===== src/rtl/tx_arbiter_if.sv =====
// Requester/transmitter-side bundle of the tx_arbiter block.
// Ports: req/req_data from the four requesters, rdy from the UART transmitter;
//        ack/grant/tx_byte/stb/busy/timeout_err back from the arbiter.
interface tx_arbiter_if;
    logic [3:0]  req;          // per-requester byte pending
    logic [31:0] req_data;     // requester i drives [8i+7:8i]
    logic [3:0]  ack;          // one-hot pulse: byte of requester i taken
    logic [1:0]  grant;        // requester currently or last served
    logic [7:0]  tx_byte;      // byte presented to the transmitter
    logic        stb;          // one-cycle strobe to the transmitter
    logic        rdy;          // transmitter idle
    logic        busy;         // arbiter not in IDLE
    logic        timeout_err;  // one-cycle pulse on abandoned transfer

    // master: the arbiter itself
    modport master (
        input  req, req_data, rdy,
        output ack, grant, tx_byte, stb, busy, timeout_err
    );

    // slave: requesters plus transmitter
    modport slave (
        output req, req_data, rdy,
        input  ack, grant, tx_byte, stb, busy, timeout_err
    );
endinterface


===== src/rtl/tx_arbiter.sv =====
// Round-robin arbiter feeding bytes from four requesters into one UART transmitter.
// Latency: stb/ack one cycle after an IDLE cycle with rdy=1 and a pending request.
// Backpressure: no grant while rdy=0; waits for rdy to fall (bounded by TIMEOUT) then rise.
// Ports: clk, res_n (async active-low); bus (master) carries req/req_data/rdy in and
//        ack/grant/tx_byte/stb/busy/timeout_err out.
module tx_arbiter #(
    parameter int TIMEOUT = 15
) (
    input  logic         clk,
    input  logic         res_n,
    tx_arbiter_if.master bus
);
    localparam int CW = $clog2(TIMEOUT + 1);

    typedef enum logic [1:0] {IDLE, STRB, WBSY, WDON} state_t;

    state_t        r_state;
    logic [CW-1:0] r_cnt;
    logic [1:0]    r_grant;
    logic [1:0]    r_last;
    logic [7:0]    r_tx;
    logic          r_stb;
    logic [3:0]    r_ack;
    logic          r_terr;

    logic          w_hit;
    logic [1:0]    w_sel;
    logic [1:0]    w_idx;
    logic [7:0]    w_byte;

    // Search starts just after the last served requester; the 2-bit add wraps mod 4.
    always_comb begin
        w_hit = 1'b0;
        w_sel = 2'd0;
        w_idx = 2'd0;
        for (int i = 1; i <= 4; i++) begin
            w_idx = r_last + 2'(i);
            if (!w_hit && bus.req[w_idx]) begin
                w_hit = 1'b1;
                w_sel = w_idx;
            end
        end
    end

    assign w_byte = bus.req_data[{w_sel, 3'b000} +: 8];

    always_ff @(posedge clk or negedge res_n) begin
        if (!res_n) begin
            r_state <= IDLE;
            r_cnt   <= '0;
            r_grant <= 2'd0;
            r_last  <= 2'd3;
            r_tx    <= 8'h00;
            r_stb   <= 1'b0;
            r_ack   <= 4'b0000;
            r_terr  <= 1'b0;
        end else begin
            // Pulse outputs default low; each is raised for exactly one cycle below.
            r_stb  <= 1'b0;
            r_ack  <= 4'b0000;
            r_terr <= 1'b0;
            case (r_state)
                IDLE: begin
                    if (bus.rdy && w_hit) begin
                        r_grant <= w_sel;
                        r_tx    <= w_byte;
                        r_stb   <= 1'b1;
                        r_ack   <= 4'b0001 << w_sel;
                        r_state <= STRB;
                    end
                end
                STRB: begin
                    r_cnt   <= '0;
                    r_state <= WBSY;
                end
                WBSY: begin
                    if (!bus.rdy) begin
                        r_state <= WDON;
                    end else if (r_cnt == CW'(TIMEOUT - 1)) begin
                        // Counter lands on TIMEOUT together with the error pulse, so
                        // timeout_err appears TIMEOUT+1 cycles after stb and never wraps.
                        r_cnt   <= r_cnt + CW'(1);
                        r_terr  <= 1'b1;
                        r_last  <= r_grant;
                        r_state <= IDLE;
                    end else begin
                        r_cnt <= r_cnt + CW'(1);
                    end
                end
                WDON: begin
                    if (bus.rdy) begin
                        r_last  <= r_grant;
                        r_state <= IDLE;
                    end
                end
                default: r_state <= IDLE;
            endcase
        end
    end

    assign bus.ack         = r_ack;
    assign bus.grant       = r_grant;
    assign bus.tx_byte     = r_tx;
    assign bus.stb         = r_stb;
    assign bus.timeout_err = r_terr;
    assign bus.busy        = (r_state != IDLE);
endmodule


===== src/flat_wrapper.sv =====
// flat-port wrapper written by rule: the top's interface ports become plain ports
module tx_arbiter_flat 
#(
    parameter int TIMEOUT = 15
)
  (clk, res_n, bus_req, bus_req_data, bus_rdy, bus_ack, bus_grant, bus_tx_byte, bus_stb, bus_busy, bus_timeout_err);
  tx_arbiter_if bus_i ();
  input  logic clk;
  input  logic res_n;
  input wire logic [$bits(bus_i.req)-1:0] bus_req;
  input wire logic [$bits(bus_i.req_data)-1:0] bus_req_data;
  input wire logic [$bits(bus_i.rdy)-1:0] bus_rdy;
  output wire logic [$bits(bus_i.ack)-1:0] bus_ack;
  output wire logic [$bits(bus_i.grant)-1:0] bus_grant;
  output wire logic [$bits(bus_i.tx_byte)-1:0] bus_tx_byte;
  output wire logic [$bits(bus_i.stb)-1:0] bus_stb;
  output wire logic [$bits(bus_i.busy)-1:0] bus_busy;
  output wire logic [$bits(bus_i.timeout_err)-1:0] bus_timeout_err;
  assign bus_i.req = bus_req;
  assign bus_i.req_data = bus_req_data;
  assign bus_i.rdy = bus_rdy;
  assign bus_ack = bus_i.ack;
  assign bus_grant = bus_i.grant;
  assign bus_tx_byte = bus_i.tx_byte;
  assign bus_stb = bus_i.stb;
  assign bus_busy = bus_i.busy;
  assign bus_timeout_err = bus_i.timeout_err;
  tx_arbiter #(.TIMEOUT(TIMEOUT)) u_core (.clk(clk), .res_n(res_n), .bus(bus_i));
endmodule

===== config.mk =====
export PLATFORM = sky130hd
export DESIGN_NAME = tx_arbiter_flat
export DESIGN_NICKNAME = d
export VERILOG_FILES = /design/src/rtl/tx_arbiter_if.sv /design/src/rtl/tx_arbiter.sv /design/src/flat_wrapper.sv
export SDC_FILE = /design/constraint.sdc
export NUM_CORES = 1
export LEC_CHECK = 0
export ABC_AREA = 1
export CORE_MARGIN = 2
export CORE_UTILIZATION = 41
export CTS_CLUSTER_SIZE = 28
export DETAILED_ROUTE_END_ITERATION = 6
export GPL_TIMING_DRIVEN = 0
export PLACE_DENSITY_LB_ADDON = 0.05
export SLEW_MARGIN = 10
export SYNTH_ARGS = -nofsm -noshare
export SYNTH_HDL_FRONTEND = slang
export SYNTH_SLANG_ARGS = --single-unit

===== constraint.sdc =====
create_clock -name clk -period 1.79 [get_ports clk]
set_input_delay 0.179 -clock clk [delete_from_list [all_inputs] [get_ports clk]]
set_output_delay 0.179 -clock clk [all_outputs]
set_load 0.05 [all_outputs]

# Yosys cells after proc, flatten, opt, wreduce, memory -nomap -nowiden

Index checks and enable logic that the tools add are counted.

Bits in registers: 24
Output and inout port bits: 17
Logic and storage cells: 76

Add/subtract/negate cells: 4
Order comparisons: 4
Equality and inequality tests: 9
Shift operators: 2
Muxes and demuxes: 34
Reductions and logical operators: 15

Operators with widths:

| cell                                                                          | number |
|---|---|
| 32-bit by 6-bit variable part select with 8-bit output                        | 1 |
| 2-bit 2-to-1 mux                                                              | 11 |
| 1-bit 2-to-1 mux                                                              | 13 |
| 2-bit by 3-bit less-than comparator with 1-bit output (second input constant) | 4 |
| 4-bit 2-to-1 mux                                                              | 3 |
| 1-bit binary-select mux with 2-bit select                                     | 4 |
| 2-bit case mux with 4 select lines                                            | 1 |
| 4-bit case mux with 2 select lines                                            | 1 |
| 2-bit nonzero test                                                            | 3 |
| 2-bit adder (second input constant)                                           | 2 |
| 4-bit by 1-bit adder with 4-bit output (second input constant)                | 1 |
| 2-bit equality test (second input constant)                                   | 2 |
| 4-bit equality test (second input constant)                                   | 1 |
| 1-bit logical AND                                                             | 4 |
| 2-bit by 1-bit inequality test with 1-bit output (second input constant)      | 2 |
| 2-bit inequality test (second input constant)                                 | 2 |
| 2-bit case mux with 2 select lines                                            | 1 |
| 2-bit AND reduction                                                           | 2 |
| 4-bit AND reduction                                                           | 1 |
| 1-bit by 2-bit left shift with 4-bit output (first input constant)            | 1 |
| 1-bit zero test                                                               | 3 |
| 3-bit by 2-bit inequality test with 1-bit output (second input constant)      | 1 |
| 3-bit AND reduction                                                           | 1 |
| 2-bit by 1-bit adder with 2-bit output (second input constant)                | 1 |
| other kinds (2)                                                               | 2 |

# Longest topological paths before layout

Depth after elaboration: 16
Depth in mapped cells: 16
Gate-level depth less buffers: 15

# Worst setup path after synthesis

Ideal clock, no wire load.

Kind: register to register
Start point: reg u_core.r_last[0]
End point: reg u_core.r_tx[0], in the netlist u_core.bus.tx_byte[0]
Data arrival time: 1,724 ps
Required time: 1,660 ps
Setup slack: -64 ps
Stages on the path, launching flop included: 13
Path buffers: 2
Cell sequence: dfstp_2 -> buf_6 -> inv_4 -> nand2_2 -> nand3_1 -> nand2_1 -> nand4_1 -> nand2_2 -> nand3_4 -> buf_6 -> or2_1 -> nand3_1 -> nand3_1

Cells in the longest elaborated chain, start to end: 15
Elaborated cells on any way between the ends: 28
Classes of those cells: 3 x add/sub; 1 x shift; 16 x mux; 8 x reduce/logical

Ends and longest elaborated chain:

| what                                                                                            | line             | source |
|---|---|---|
| start: declaration                                                                              | tx_arbiter.sv:20 | `logic [1:0] r_last;` |
| start signal: assignment                                                                        | tx_arbiter.sv:84 | `r_last <= r_grant;` |
| start signal: assignment                                                                        | tx_arbiter.sv:92 | `r_last <= r_grant;` |
| parallel branches: the longest is 15 deep, another holds 2-bit by 1-bit adder with 2-bit output | -                |  |
| end signal: assignment                                                                          | tx_arbiter.sv:66 | `r_tx <= w_byte;` |
| end: declaration                                                                                | tx_arbiter.sv:21 | `logic [7:0] r_tx;` |

Parallel ways; which one is timed is not known. The select of a mux whose other input is x is not followed.
A chain may end at the register's enable or synchronous reset.

# Final worst setup path

Start point: reg u_core.r_last[0]
End point: reg u_core.r_tx[5], in the netlist u_core.bus.tx_byte[5]

Same word-level chain as after synthesis.

==> qor.yml <==
timing:
  finalCritPeriodShare_pct: 116.0
  finalHoldViolCount: 0
  fin_ws_ns: -0.2869
  hold_ws_ns: 0.4235
  tightest_slew_ns: 0.5488
  setup_viol: 16
  rsz0062_at_grt: "true"
  tns_ns: -3.399
  slew_headroom_pct: 63.41
  fin_skew_ns: 0.007735
  max_clock_freq_mhz: 481.5
  fin_crit_ns: 2.077
  slew_violations: 0
global_route:
  grt_pass1_vias: 1597
  grt_first_pass_wirelength_um: 7169
  grt_util_all_layers_pct: 21.10
  grt_max_degree: 25
  overflow: 0
  antenna_found_initial: 0
synthesis:
  synth_top_area_cell: "dfrtp_1"
  ys_ff_latch: 24
  synth_top_area_share_pct: 34.59
  synth_area_leaders: "dfrtp_1, nand2_1, inv_1"
  synthesis.area_mm2: 0.001592
  ys.flop_type: "dfrtp_1"
  syn_inst: 220
  yosysWarnings: 0
  syn-num-nets: 261
  seq_area_frac_synth_pct: 37.89
  synth.distinct_cells: 29
  synth_edf_count: 0
  synthArstFlopShare_pct: 100.0
  synthMostInstantiatedCell: "nand2_1"
  syn_area_per_cell_um2: 7.234
  synth_common_cells: "nand2_1, inv_1, nand3_1, dfrtp_1, nand2_2"
clock_tree:
  cts.sinks: 24
  clockBufferDepth: 2
  cts-buffers-inserted: 3
  clk_latency_ns: 0.27
  cts_root_buf: "clkbuf_8"
  cts.htree.levels: 1
  clkTransAtPathRegs_ns: 0.09
  cts_tree: "done"
drt:
  drtPass1Iterations: 4
  drt-initial-drc-count: 108
  post-route-drc-count: 0
  routedWlPerCell_um: 12.48
  vias: 1726
  postRouteAntennaNets: 0
  wirelength_um: 4431
  vias_per_cell: 4.862
worst_setup_path:
  end_kind: "flip-flop"
  rr_startpoint: "u_core.r_last[0]"
  cp-start-kind: "flip-flop"
  worstPathMaxFanout: 7
  r2r_end: "u_core.bus.tx_byte[5]"
  rrSetupSlack_ns: -0.29
  crit_type: "flip-flop to flip-flop"
  crit_required_ns: 2.00
  arrival_ns: 2.29
  r2r_cells: 12
finish:
  finalCoreUtilization_pct: 76.80
  drive_gt1_share_pct: 32.57
  syn_to_final_growth_pct: 77.99
  antenna_cells: 0
  fillers: 264
  final_cell_area_mm2: 0.002833
  stdcell_count: 355
  nets: 349
run_status:
  violations: "setup timing"
  status: "complete, but fails checks"
die:
  start_util_pct: 43.15
  die-width_um: 66.31
  num_io_pins: 56
  core_mm2: 0.003689
  die_h_um: 66.31
  rows: 22
  die_area_mm2: 0.004396
placed_design:
  placed_area_mm2: 0.002217
  dp_cells: 323
  dpl_worst_slack_ns: -0.2844
  io_buffer_count: 55
  hpwlAfterDp_um: 2662
  gp_congestion: 0.8793
pwr:
  p_leak_nw: 1.377
  power_density_mw_per_mm2: 2073
  p_total_mw: 5.873
  combPwrFrac_pct: 75.9
  p_clk_share_pct: 8.2
  p_int_mw: 2.955
  seqPwrFrac_pct: 15.9
  switchingPower_mw: 2.918
  max-vdd-ir-drop_mv: 1.128
  sw_frac_of_total_pct: 49.68
min_path:
  holdCritPathClass: "input port to async pin"
run:
  cap_violations: 0
==> what timing repair did <==
item,in CTS,in global routing
hold buffers,0,1
pin swaps,30,31
setup buffers,18,7
hold endpoints to repair,0,22
gates cloned,2,0
resized for setup,46,33
endpoints found under the setup margin,16,17
==> power groups by stage <==
stage | clock network [mW] | registers [mW] | logic [mW]
finish | 0.480 | 0.933 | 4.46
global route | 0.512 | 0.961 | 4.83
CTS | 0.485 | 0.915 | 4.07
detailed placement | 0 | 0.926 | 3.04
global placement | 0 | 0.928 | 3.03
floorplan | 0 | 1.37 | 1.83
==> worst max-delay path, stage by stage, from the launching register on <==
cell	delay [ns]
dfstp_2	0.57
buf_12	0.15
inv_12	0.05
nand2_1	0.10
nand3_2	0.12
nand2_4	0.11
nor2_4	0.07
nand3b_1	0.16
nand3_4	0.11
buf_4	0.16
nor2_4	0.19
o211ai_1	0.14
nand3_1	0.08
==> sequential cells by signal, summed over array words and instances (netlist names) <==
name / flops
u_core.bus.tx_byte: 8
u_core.bus.stb: 1
u_core.r_state: 2
u_core.bus.timeout_err: 1
u_core.r_cnt: 4
u_core.bus.ack: 4
u_core.r_last: 2
u_core.bus.grant: 2
==> final cells by class <==
type                       instances  area, um^2  area share (%)
buffer                             5       68.82           2.429
clock buffer                       3       41.29           1.458
clock inverter                     1       30.03           1.060
inverter                          40       172.7           6.095
multi-input combinational        151        1052           37.15
sequential                        24       603.1           21.29
tap                               48       60.06           2.120
timing repair buffer              83       804.5           28.40
==> metal layers <==
metal	track usage [%]	wire (um)	part of all wire, %
met2	35.13	2240	51
met5	0	0	0
met1	27.31	1905	43
met4	5.867	23	0.52
met3	4.770	262	5.9
==> cells in the final DEF (no fill, tap or decap), drive strengths merged, types with 2 or more instances in the layout <==
cell type / instances
o22ai: 3
ha: 2
nand3: 27
buf: 33
nand2: 70
dfrtp: 22
nor2: 11
inv: 40
clkbuf: 3
o21ai: 9
or2: 7
a21oi: 4
dfstp: 2
nand4: 8
o211ai: 6
clkdlybuf4s50: 53
==> worst max-delay path by stage <==
stage / startpoint / to / slack, ns / cells past startpoint
2_1_floorplan: u_core.r_last[0] / u_core.bus.tx_byte[0] / -0.05 / 14
3_3_place_gp: bus_req[3] / u_core.bus.tx_byte[5] / -0.31 / 10
3_5_place_dp: bus_req[3] / u_core.bus.tx_byte[5] / -0.28 / 10
4_1_cts: u_core.r_last[0] / u_core.bus.tx_byte[2] / -0.24 / 15
5_1_grt: u_core.r_last[0] / u_core.bus.tx_byte[2] / -0.42 / 12
6_report: u_core.r_last[0] / u_core.bus.tx_byte[5] / -0.29 / 12
==> cell families (layout without fill, tap and decap cells) <==
logic type | Yosys count | after routing | share of synthesized area (%)
AOI/OAI and AO/OA | 22 | 22 | 8.097
buffers and inverters | 45 | 132 | 12.89
xor gates and xnor gates | 1 | 1 | 0.5504
DFF | 24 | 24 | 37.89
adders and majority gates | 2 | 2 | 1.572
and+or+nand+nor | 126 | 126 | 38.99
(Power assumes the default switching activity.)
